**src/rtl/obstacle_pkg.sv**
```systemverilog
// Shared types, constants and the speed-class step function for the obstacle pool,
// renderer and collision logic.
package obstacle_pkg;

   localparam int COORD_W = 10;
   localparam int TYPE_W  = 2;

   localparam int DEF_SCREEN_W  = 640;
   localparam int DEF_SCREEN_H  = 480;
   localparam int DEF_OBST_W    = 32;
   localparam int DEF_OBST_H    = 32;
   localparam int DEF_START_Y   = 0;
   localparam int DEF_BASE_STEP = 4;

   typedef logic [TYPE_W-1:0] obst_type_t;

   // Pixels per tick for a speed class; one bit wider than a coordinate.
   function automatic logic [COORD_W:0] step_for(input obst_type_t t, input int base_step);
      return (COORD_W+1)'(base_step * (int'(t) + 1));
   endfunction

endpackage

```
**src/rtl/obstacle_slot.sv**
```systemverilog
// One obstacle slot: holds active/x/y/type, loads on spawn, falls on tick and
// retires once it passes the bottom of the playfield.
module obstacle_slot
   import obstacle_pkg::*;
#(
   parameter int SCREEN_W  = DEF_SCREEN_W,
   parameter int SCREEN_H  = DEF_SCREEN_H,
   parameter int OBST_W    = DEF_OBST_W,
   parameter int OBST_H    = DEF_OBST_H,
   parameter int START_Y   = DEF_START_Y,
   parameter int BASE_STEP = DEF_BASE_STEP
) (
   input  logic               clk_i,
   input  logic               rst_i,
   input  logic               clear_i,
   input  logic               tick_i,
   input  logic               load_i,
   input  logic [COORD_W-1:0] load_x_i,
   input  obst_type_t         load_type_i,
   output logic               active_o,
   output logic [COORD_W-1:0] x_o,
   output logic [COORD_W-1:0] y_o,
   output obst_type_t         type_o,
   output logic               retire_o
);

   localparam logic [COORD_W:0]   Y_LIMIT = (COORD_W+1)'(SCREEN_H - OBST_H);
   localparam logic [COORD_W-1:0] X_MAX   = COORD_W'(SCREEN_W - OBST_W);
   localparam logic [COORD_W-1:0] Y_START = COORD_W'(START_Y);

   logic               active_q, active_d;
   logic [COORD_W-1:0] x_q, x_d;
   logic [COORD_W-1:0] y_q, y_d;
   obst_type_t         type_q, type_d;
   logic [COORD_W:0]   ny;
   logic               retire;

   // Extra bit keeps y + step from wrapping before the limit compare.
   assign ny     = {1'b0, y_q} + step_for(type_q, BASE_STEP);
   assign retire = tick_i & active_q & (ny > Y_LIMIT);

   always_comb begin
      active_d = active_q;
      x_d      = x_q;
      y_d      = y_q;
      type_d   = type_q;
      if (clear_i) begin
         active_d = 1'b0;
      end else begin
         if (tick_i && active_q) begin
            if (retire) active_d = 1'b0;
            else        y_d      = ny[COORD_W-1:0];
         end
         // The top only loads a slot that was free at the start of the cycle.
         if (load_i) begin
            active_d = 1'b1;
            x_d      = (load_x_i > X_MAX) ? X_MAX : load_x_i;
            y_d      = Y_START;
            type_d   = load_type_i;
         end
      end
   end

   always_ff @(posedge clk_i or posedge rst_i) begin
      if (rst_i) begin
         active_q <= 1'b0;
         x_q      <= '0;
         y_q      <= '0;
         type_q   <= '0;
      end else begin
         active_q <= active_d;
         x_q      <= x_d;
         y_q      <= y_d;
         type_q   <= type_d;
      end
   end

   assign active_o = active_q;
   assign x_o      = x_q;
   assign y_o      = y_q;
   assign type_o   = type_q;
   assign retire_o = retire;

endmodule

```
**src/rtl/obstacle_pool.sv**
```systemverilog
// Pool of falling obstacles: lowest-free slot allocation for spawns, per-tick
// movement in the slots, and a count of obstacles retired off the bottom.
module obstacle_pool
   import obstacle_pkg::*;
#(
   parameter int N_SLOTS   = 4,
   parameter int SCREEN_W  = DEF_SCREEN_W,
   parameter int SCREEN_H  = DEF_SCREEN_H,
   parameter int OBST_W    = DEF_OBST_W,
   parameter int OBST_H    = DEF_OBST_H,
   parameter int START_Y   = DEF_START_Y,
   parameter int BASE_STEP = DEF_BASE_STEP
) (
   input  logic                       CLOCK_50,
   input  logic                       reset,
   input  logic                       clear,
   input  logic                       frame_tick,
   input  logic                       pause,
   input  logic                       spawn_valid,
   input  logic [COORD_W-1:0]         spawn_x,
   input  logic [TYPE_W-1:0]          spawn_type,
   output logic                       spawn_ack,
   output logic [3:0]                 spawn_slot,
   output logic                       spawn_drop,
   output logic [N_SLOTS-1:0]         obs_active,
   output logic [COORD_W*N_SLOTS-1:0] obs_x,
   output logic [COORD_W*N_SLOTS-1:0] obs_y,
   output logic [TYPE_W*N_SLOTS-1:0]  obs_type,
   output logic [15:0]                passed_count
);

   logic               tick;
   logic               spawn_req;
   logic               free_found;
   logic [3:0]         free_idx;
   logic [N_SLOTS-1:0] load_vec;
   logic [N_SLOTS-1:0] retire_vec;
   logic [4:0]         retire_cnt;

   logic        ack_q, ack_d;
   logic        drop_q, drop_d;
   logic [3:0]  slot_q, slot_d;
   logic [15:0] passed_q, passed_d;

   assign tick      = frame_tick & ~pause & ~clear;
   assign spawn_req = spawn_valid & ~clear;

   // Lowest-index free slot, taken from registered active flags only.
   always_comb begin
      free_found = 1'b0;
      free_idx   = '0;
      load_vec   = '0;
      for (int i = 0; i < N_SLOTS; i++) begin
         if (!obs_active[i] && !free_found) begin
            free_found  = 1'b1;
            free_idx    = 4'(i);
            load_vec[i] = spawn_req;
         end
      end
   end

   always_comb begin
      retire_cnt = '0;
      for (int i = 0; i < N_SLOTS; i++) begin
         retire_cnt = retire_cnt + 5'(retire_vec[i]);
      end
   end

   always_comb begin
      ack_d    = spawn_req & free_found;
      drop_d   = spawn_req & ~free_found;
      slot_d   = (spawn_req && free_found) ? free_idx : slot_q;
      passed_d = clear ? 16'd0 : passed_q + 16'(retire_cnt);
   end

   always_ff @(posedge CLOCK_50 or posedge reset) begin
      if (reset) begin
         ack_q    <= 1'b0;
         drop_q   <= 1'b0;
         slot_q   <= '0;
         passed_q <= '0;
      end else begin
         ack_q    <= ack_d;
         drop_q   <= drop_d;
         slot_q   <= slot_d;
         passed_q <= passed_d;
      end
   end

   for (genvar g = 0; g < N_SLOTS; g++) begin : g_slot
      obstacle_slot #(
         .SCREEN_W  (SCREEN_W),
         .SCREEN_H  (SCREEN_H),
         .OBST_W    (OBST_W),
         .OBST_H    (OBST_H),
         .START_Y   (START_Y),
         .BASE_STEP (BASE_STEP)
      ) u_slot (
         .clk_i       (CLOCK_50),
         .rst_i       (reset),
         .clear_i     (clear),
         .tick_i      (tick),
         .load_i      (load_vec[g]),
         .load_x_i    (spawn_x),
         .load_type_i (spawn_type),
         .active_o    (obs_active[g]),
         .x_o         (obs_x[COORD_W*g +: COORD_W]),
         .y_o         (obs_y[COORD_W*g +: COORD_W]),
         .type_o      (obs_type[TYPE_W*g +: TYPE_W]),
         .retire_o    (retire_vec[g])
      );
   end

   assign spawn_ack    = ack_q;
   assign spawn_drop   = drop_q;
   assign spawn_slot   = slot_q;
   assign passed_count = passed_q;

endmodule

```
**config.mk**
```make
export PLATFORM = sky130hd
export DESIGN_NAME = obstacle_pool
export DESIGN_NICKNAME = d
export VERILOG_FILES = /design/src/rtl/obstacle_pkg.sv /design/src/rtl/obstacle_slot.sv /design/src/rtl/obstacle_pool.sv
export SDC_FILE = /design/constraint.sdc
export NUM_CORES = 1
export LEC_CHECK = 0
export ABC_AREA = 1
export BUFFER_PORTS_ARGS = -buffer_cell sky130_fd_sc_hd__clkbuf_2
export CORE_MARGIN = 8
export CORE_UTILIZATION = 55
export DETAILED_ROUTE_END_ITERATION = 8
export MAX_ROUTING_LAYER = met4
export PLACE_DENSITY = 0.81
export SKIP_LAST_GASP = 1
export SLEW_MARGIN = 20
export SYNTH_ARGS = -nofsm -noshare
export SYNTH_HDL_FRONTEND = slang
export SYNTH_SLANG_ARGS = --single-unit
```
**constraint.sdc**
```tcl
create_clock -name CLOCK_50 -period 4.9 [get_ports CLOCK_50]
set_clock_uncertainty 0.1 [all_clocks]
set_input_delay 0.98 -clock CLOCK_50 [delete_from_list [all_inputs] [get_ports CLOCK_50]]
set_output_delay 0.98 -clock CLOCK_50 [all_outputs]
set_load 0.005 [all_outputs]
```
==> results.yml, run 1 <==
power:
  totalPowerFinal_mw: 2.44
  power.leakage_nw: 3.69
  power-per-cell-area_mw_per_mm2: 366
  max-vdd-ir-drop_v: 0.000227
critical_path:
  timing.critical_path.arrival_ns: 4.69
  reg2reg_slack_ns: 0.37
  cp_startpoint: "g_slot[2].u_slot.type_o[1]$_DFFE_PP0P_"
  critPathTopFamily: "adder cells"
  start_kind: "flop"
  path_common_cell: "nand2_1"
  setup.worst_path.end_class: "flop"
  start_to_end_type_of_the_worst_setup_path: "flop to flop"
  crit_path_top_delay_cell: "fa_1"
  crit_end: "passed_count[14]$_DFF_PP0_"
  r2r_start: "g_slot[2].u_slot.type_o[1]$_DFFE_PP0P_"
  timing.critical_path.required_ns: 5.06
  reg2reg_to: "passed_count[14]$_DFF_PP0_"
  crit_path_max_fanout: 11
  r2r_cells: 25
  timing.critical_path.buf_inv: 4
  cp_num_cells: 25
  worst_path_largest_cell_delay_ns: 0.52
sta:
  grt_setup_unrepaired: "false"
  min_period_ns: 4.53
  fmax_mhz: 221
  max_slew_margin_pct: 35.3
  worst-slew-pin-transition_ns: 0.970
  finalSetupTns_ns: 0
  report.final.setup_viol: 0
  slew_viol_final: 0
  hold_violations: 0
  fin_crit_share_pct: 92.4
floorplanning:
  core-area_mm2: 0.0103
  initial_utilization_pct: 56.3
  die_x_um: 119
  dieArea_mm2: 0.0141
  io-pin-count: 132
  placementRows: 37
  fp.dieH_um: 119
final_layout:
  antenna_cells_inserted: 0
  postLayoutCoreUtil_pct: 64.8
  number_of_filler_instances_in_the_final_layout: 961
  multiInputGateArea_mm2: 0.00268
  design.final.nets: 911
  post_route_cells_drive_above_1_share_pct: 19.7
  area_occupied_by_registers_mm2: 0.00260
  area_growth_syn_to_layout_pct: 15.1
clock_tree:
  post_cts.resized_instances: 0
  cts-hold-fix-buffers: 0
  cts_buffer_depth: 2
  cts.repair_timing.setup_buffer_count: 0
  root_buffer: "clkbuf_8"
  htree_num_levels: 3
  cts_tree: "done"
  clkSlewWorstSetupHoldPaths_ns: 0.12
  cts.sink_count: 104
  cts-buffers-inserted: 9
  clk_latency_ns: 0.37
global_routing:
  grt_pass1_vias: 4925
  grt_first_pass_wirelength_um: 23900
  groute.usage.overall_pct: 21.1
  number_of_antenna_violations_at_the_first_check_in_global_routing: 0
  grt_remaining_overflow: 0
  grt_max_degree: 82
flow_run:
  drv_cap: 0
synthesis:
  ys_async_sr_fraction_pct: 100
  synthesis.area_per_instance_um2: 7.70
  yosys_warnings: 0
  synth_ff_type: "dfrtp_1"
  post_synth_num_cell_types: 33
  post_synth_inst_count: 752
  edff_count_synth: 0
  ys_ff_latch: 104
  synth-seq-area-share_pct: 45.0
  syn_area_mm2: 0.00579
  yosys.area.top_type: "dfrtp_1"
  synthTopCellsByArea: "dfrtp_1 45%, nand2_1 15%, nand3_1 7.3%"
  synth_top_area_share_pct: 45.0
min_path:
  holdCritPathClass: "flop to flop"
detailed_routing:
  antenna_left: 0
  wl_per_cell_um: 14.1
  vias: 5172
  vias_per_cell: 5.12
  drt_iter0_markers: 407
  wl_um: 14200
  detail_route.first_pass.iterations: 5
  route.detailed.drc: 0
placement:
  dp_hpwl_um: 11100
  portBuffers: 121
  gpl.final_weighted_congestion: 0.897
run_status:
  run_status: "completed"
worst min-delay path: stages, from the launching register on:
cell and delay, ns:
dfrtp_1 0.36, nand2_1 0.05, o21ai_0 0.05
worst min-delay path by stage:
stage                                        startpoint  depth (start not counted)                                   to  slack, ns
global route        g_slot[1].u_slot.x_o[1]$_DFFE_PP0P_                          2  g_slot[1].u_slot.x_o[1]$_DFFE_PP0P_       0.42
CTS                 g_slot[3].u_slot.x_o[0]$_DFFE_PP0P_                          2  g_slot[3].u_slot.x_o[0]$_DFFE_PP0P_       0.40
finish              g_slot[2].u_slot.x_o[4]$_DFFE_PP0P_                          2  g_slot[2].u_slot.x_o[4]$_DFFE_PP0P_       0.39
floorplan           g_slot[0].u_slot.x_o[0]$_DFFE_PP0P_                          2  g_slot[0].u_slot.x_o[0]$_DFFE_PP0P_       0.38
detailed placement  g_slot[2].u_slot.x_o[4]$_DFFE_PP0P_                          2  g_slot[2].u_slot.x_o[4]$_DFFE_PP0P_       0.37
global placement    g_slot[3].u_slot.x_o[7]$_DFFE_PP0P_                          2  g_slot[3].u_slot.x_o[7]$_DFFE_PP0P_       0.37
synth_stat cells (2+ instances only):
cell,n
nand2_1,225
dfrtp_1,104
inv_1,88
nand3_1,84
nor2_1,68
o21ai_0,40
a21oi_1,21
buf_4,17
ha_1,17
nand2_2,10
a31oi_1,8
buf_2,7
fa_1,7
inv_2,5
nand3b_1,5
nand4_1,5
nor3_1,5
nor3_2,5
o21ai_1,5
o21a_1,4
xor2_1,4
clkbuf_1,3
nand3_2,3
nor2_4,2
o21ai_2,2
layout make-up:
type                            instances  share of cell area (%)
Sequential cell                       104                    39.1
Inverter                               93                    5.28
Multi-Input combinational cell        536                    40.3
Clock buffer                            9                    1.86
Clock inverter                          7                    1.43
Tap cell                              136                    2.55
Timing Repair Buffer                  125                    9.54
routing by layer:
metal | part of all wire [%] | routed length, um | GRT usage (%)
met1 | 46 | 6500 | 27.4
met2 | 46 | 6580 | 32.1
met3 | 5.1 | 720 | 4.09
met4 | 3.0 | 423 | 8.30
met5 | 0 | 0 | -
sequential cells by signal, indices dropped and copies added (netlist names):
register / count
g_slot.u_slot.x_o: 40
g_slot.u_slot.active_o: 4
g_slot.u_slot.y_o: 32
spawn_slot: 2
g_slot.u_slot.type_o: 8
spawn_ack: 1
passed_count: 16
spawn_drop: 1
per-stage QoR:
stage,hold slack [ns],setup WS [ns],instances,cell area (um^2)
6_report,0.395,0.371,1010,6660
5_1_grt,0.424,0.0312,1010,6660
4_1_cts,0.400,0.384,1010,6660
3_5_place_dp,0.372,0.403,994,6440
3_3_place_gp,0.365,0.598,994,6440
2_1_floorplan,0.376,0.646,761,5820
cells by family after synthesis:
kind of cell	share of synthesized area [%]
AND/OR/NAND/NOR	31.5
buffers and inverters	9.23
adder cells (fa/ha/maj)	6.10
other	0.0648
XOR/XNOR	0.757
flip-flops	45.0
AO/OA/AOI/OAI	7.39
power breakdown:
group	internal, mW	switching, mW	total (mW)
clock	0.252	0.325	0.577
combinational	0.311	0.441	0.752
sequential	0.987	0.122	1.11
placed cells by master (no fill, tap or decap), types with 3 or more instances in the layout:
cell type	netlist	final
nand3_2	3	3
o21a_1	4	4
inv_2	5	5
clkbuf_8	0	9
nor3_2	5	5
clkbuf_2	0	121
nor2_1	68	68
o21ai_1	5	5
nand3_1	84	84
nand2_1	225	225
inv_1	88	87
nand4_1	5	5
a21oi_1	21	21
dfrtp_1	104	104
conb_1	1	10
xor2_1	4	4
a31oi_1	8	8
nand3b_1	5	5
fa_1	7	7
nand2_2	10	10
nor3_1	5	5
buf_4	17	4
o21ai_0	40	40
ha_1	17	17
Note: power is estimated with default switching activity, not from simulation.
==> run 2: changes to the inputs <==
Settings changed: MAX_ROUTING_LAYER met4 to not set, SYNTH_HIERARCHICAL set to 1.
==> run 2 against run 1 <==
  * Flip-flop and latch count stayed put
  * Clock-buffer cell count is 3 higher
  * Worst hold slack worse by 0.0096 ns
  * Register-to-register slack better by 0.57 ns
  * Via count is 8.1% higher
  * Critical path type unchanged
  * Largest cell class unchanged
  * Largest power group unchanged
  * Highest routed layer unchanged
==> results.yml, run 2 <==
floorplanning:
  dieArea_mm2: 0.0147
  fp.dieH_um: 121
  initial_utilization_pct: 56.2
  die_x_um: 121
  core-area_mm2: 0.0108
  placementRows: 38
  io-pin-count: 132
critical_path:
  start_kind: "flop"
  r2r_cells: 24
  timing.critical_path.arrival_ns: 4.12
  timing.critical_path.required_ns: 5.06
  reg2reg_slack_ns: 0.94
  start_to_end_type_of_the_worst_setup_path: "flop to flop"
  r2r_start: "g_slot[0].u_slot/type_o[0]$_DFFE_PP0P_"
  crit_path_max_fanout: 5
  setup.worst_path.end_class: "flop"
  reg2reg_to: "passed_count[14]$_DFF_PP0_"
global_routing:
  grt_first_pass_wirelength_um: 26300
  grt_pass1_vias: 5315
  grt_max_degree: 22
  grt_remaining_overflow: 0
  groute.usage.overall_pct: 22.1
  number_of_antenna_violations_at_the_first_check_in_global_routing: 0
sta:
  report.final.setup_viol: 0
  fmax_mhz: 252
  hold_violations: 0
  grt_setup_unrepaired: "false"
  fin_crit_share_pct: 80.9
  slew_viol_final: 0
  worst-slew-pin-transition_ns: 0.839
  min_period_ns: 3.96
  max_slew_margin_pct: 44.0
  finalSetupTns_ns: 0
placement:
  dp_hpwl_um: 12000
  gpl.final_weighted_congestion: 0.927
  portBuffers: 121
min_path:
  timing.hold.worst.start: "g_slot[2].u_slot/x_o[3]$_DFFE_PP0P_"
  holdCritPathClass: "flop to flop"
  min_path_cells: 2
  hold_path_end: "g_slot[2].u_slot/x_o[3]$_DFFE_PP0P_"
power:
  power-per-cell-area_mw_per_mm2: 321
  power.share.switching_pct: 34.5
  comb_power_share_pct: 27.9
  seq_power_share_pct: 47.0
  max-vdd-ir-drop_v: 0.000281
  totalPowerFinal_mw: 2.25
  clock_power_share_pct: 25.0
  power.leakage_nw: 3.90
  power.switching_mw: 0.775
  cellInternalPower_mw: 1.47
final_layout:
  design.final.nets: 976
  number_of_filler_instances_in_the_final_layout: 1012
  max_reg_flops: 40
  area_growth_syn_to_layout_pct: 15.0
  highest_count_cells_in_the_layout_ignoring_fill_and_taps: "235 x nand2_1, 121 x clkbuf_2, 106 x nor2_1"
  postLayoutCoreUtil_pct: 64.6
  antenna_cells_inserted: 0
  layout_commonest_cell: "nand2_1"
  post_route_cells_drive_above_1_share_pct: 20.8
synthesis:
  post_synth_inst_count: 817
  ys_ff_latch: 104
  yosys_warnings: 6
  synthTopCellsByArea: "dfrtp_1 43%, nand2_1 14%, nand3_1 8.1%"
  syn_area_mm2: 0.00609
  adder_cell_share_of_the_synthesized_area_pct: 5.80
  synth_top_area_share_pct: 42.7
  post_synth_num_cell_types: 34
  synth-seq-area-share_pct: 42.7
  post_synthesis_share_of_cell_area_spent_on_xor_and_xnor_gates_pct: 0.288
  post_synthesis_compound_gate_area_fraction_pct: 3.80
  yosys.area.top_type: "dfrtp_1"
  synthesis.area_per_instance_um2: 7.45
  edff_count_synth: 0
  most_repeated_cell_in_the_gate_level_netlist_after_synthesis: "nand2_1"
  ys_async_sr_fraction_pct: 100
  largest_family_of_logic_cells_by_synthesized_area: "simple AND/OR/NAND/NOR gates"
  synth_mux_area_share_pct: 0
  most_instantiated_cells_after_synthesis: "235 x nand2_1, 106 x nor2_1, 104 x dfrtp_1"
  synth_simple_gate_area_share_pct: 38.4
  synth_ff_type: "dfrtp_1"
clock_tree:
  clkSlewWorstSetupHoldPaths_ns: 0.10
  htree_num_levels: 3
  cts_buffer_depth: 2
  cts-hold-fix-buffers: 0
  clk_latency_ns: 0.36
  cts.sink_count: 104
  root_buffer: "clkbuf_8"
  cts_tree: "done"
  cts.repair_timing.setup_buffer_count: 0
  post_cts.resized_instances: 0
  cts-buffers-inserted: 9
flow_run:
  drv_cap: 0
detailed_routing:
  drt_iter0_markers: 323
  antenna_left: 0
  wl_um: 16000
  route.detailed.drc: 0
  detail_route.first_pass.iterations: 4
  wl_per_cell_um: 14.8
  vias: 5593
  vias_per_cell: 5.18
run_status:
  run_status: "completed"
run 2: cell types whose count changed after synthesis, moves of 9 or more:
cell / before / now
nand3_1: 84 / 99
nor2_1: 68 / 106
clkbuf_1: 3 / 12
o21ai_0: 40 / 12
nand2_1: 225 / 235
run 2: layout make-up:
class,count,area (um^2),share of cell area (%)
Clock buffer,12,155,2.22
Clock inverter,4,52.6,0.751
Inverter,98,369,5.27
Multi-Input combinational cell,592,2980,42.6
Sequential cell,104,2600,37.2
Tap cell,140,175,2.50
Timing Repair Buffer,129,666,9.51
run 2: worst max-delay path by stage:
stage | startpoint | end | slack [ns] | depth (start not counted)
after CTS | g_slot[0].u_slot/type_o[0]$_DFFE_PP0P_ | passed_count[14]$_DFF_PP0_ | 0.93 | 24
final | g_slot[0].u_slot/type_o[0]$_DFFE_PP0P_ | passed_count[14]$_DFF_PP0_ | 0.94 | 24
after global placement | g_slot[0].u_slot/type_o[0]$_DFFE_PP0P_ | passed_count[14]$_DFF_PP0_ | 1.10 | 24
after detailed placement | g_slot[0].u_slot/type_o[0]$_DFFE_PP0P_ | passed_count[14]$_DFF_PP0_ | 0.95 | 24
after global routing | g_slot[0].u_slot/type_o[0]$_DFFE_PP0P_ | passed_count[10]$_DFF_PP0_ | 0.61 | 24
after floorplan | g_slot[0].u_slot/type_o[0]$_DFFE_PP0P_ | passed_count[14]$_DFF_PP0_ | 1.24 | 24
run 2: power by group through the flow:
stage	sequential, mW	clock, mW	combinational (mW)
2_1_floorplan	1.06	0	0.408
3_3_place_gp	1.07	0	0.609
3_5_place_dp	1.07	0	0.628
4_1_cts	1.06	0.576	0.631
5_1_grt	1.07	0.609	0.718
6_report	1.06	0.562	0.627
run 2: stage by stage:
step | hold WS, ns | setup WS [ns] | instance area, um^2 | std cells
floorplan | 0.373 | 1.24 | 6110 | 822
global placement | 0.363 | 1.10 | 6790 | 1063
detailed placement | 0.365 | 0.952 | 6790 | 1063
CTS | 0.390 | 0.929 | 7000 | 1079
global route | 0.399 | 0.615 | 7000 | 1079
finish | 0.385 | 0.937 | 7000 | 1079
run 2: cell families after synthesis:
kind of cell / Yosys count
and+or+nand+nor: 512
buffers and inverters: 126
DFF: 104
AOI/OAI and AO/OA: 44
adders and majority gates: 24
other: 5
xor gates and xnor gates: 2
run 2: layer usage:
layer / routed length, um / up-vias / GRT usage [%]
li1: - / 2781 / -
met1: 7200 / 2603 / 30.3
met2: 7370 / 192 / 34.8
met3: 1200 / 17 / 3.68
met4: 245 / 0 / 7.40
met5: 0 / - / 0
run 2: critical path, stage by stage, from the launching register on:
cell     delay [ns]
dfrtp_1        0.40
ha_1           0.35
fa_1           0.43
nand2_1        0.12
nand2_2        0.09
nand2_1        0.08
nand2_1        0.06
nand2_2        0.07
nor2_2         0.04
nand3_2        0.07
nand3_1        0.07
nand2_1        0.08
inv_1          0.05
fa_1           0.50
inv_1          0.05
fa_1           0.36
inv_1          0.10
fa_1           0.20
nand2_1        0.10
inv_1          0.13
nand2_2        0.09
nor2_4         0.14
nand3_1        0.08
nand2_1        0.06
nor2_1         0.04
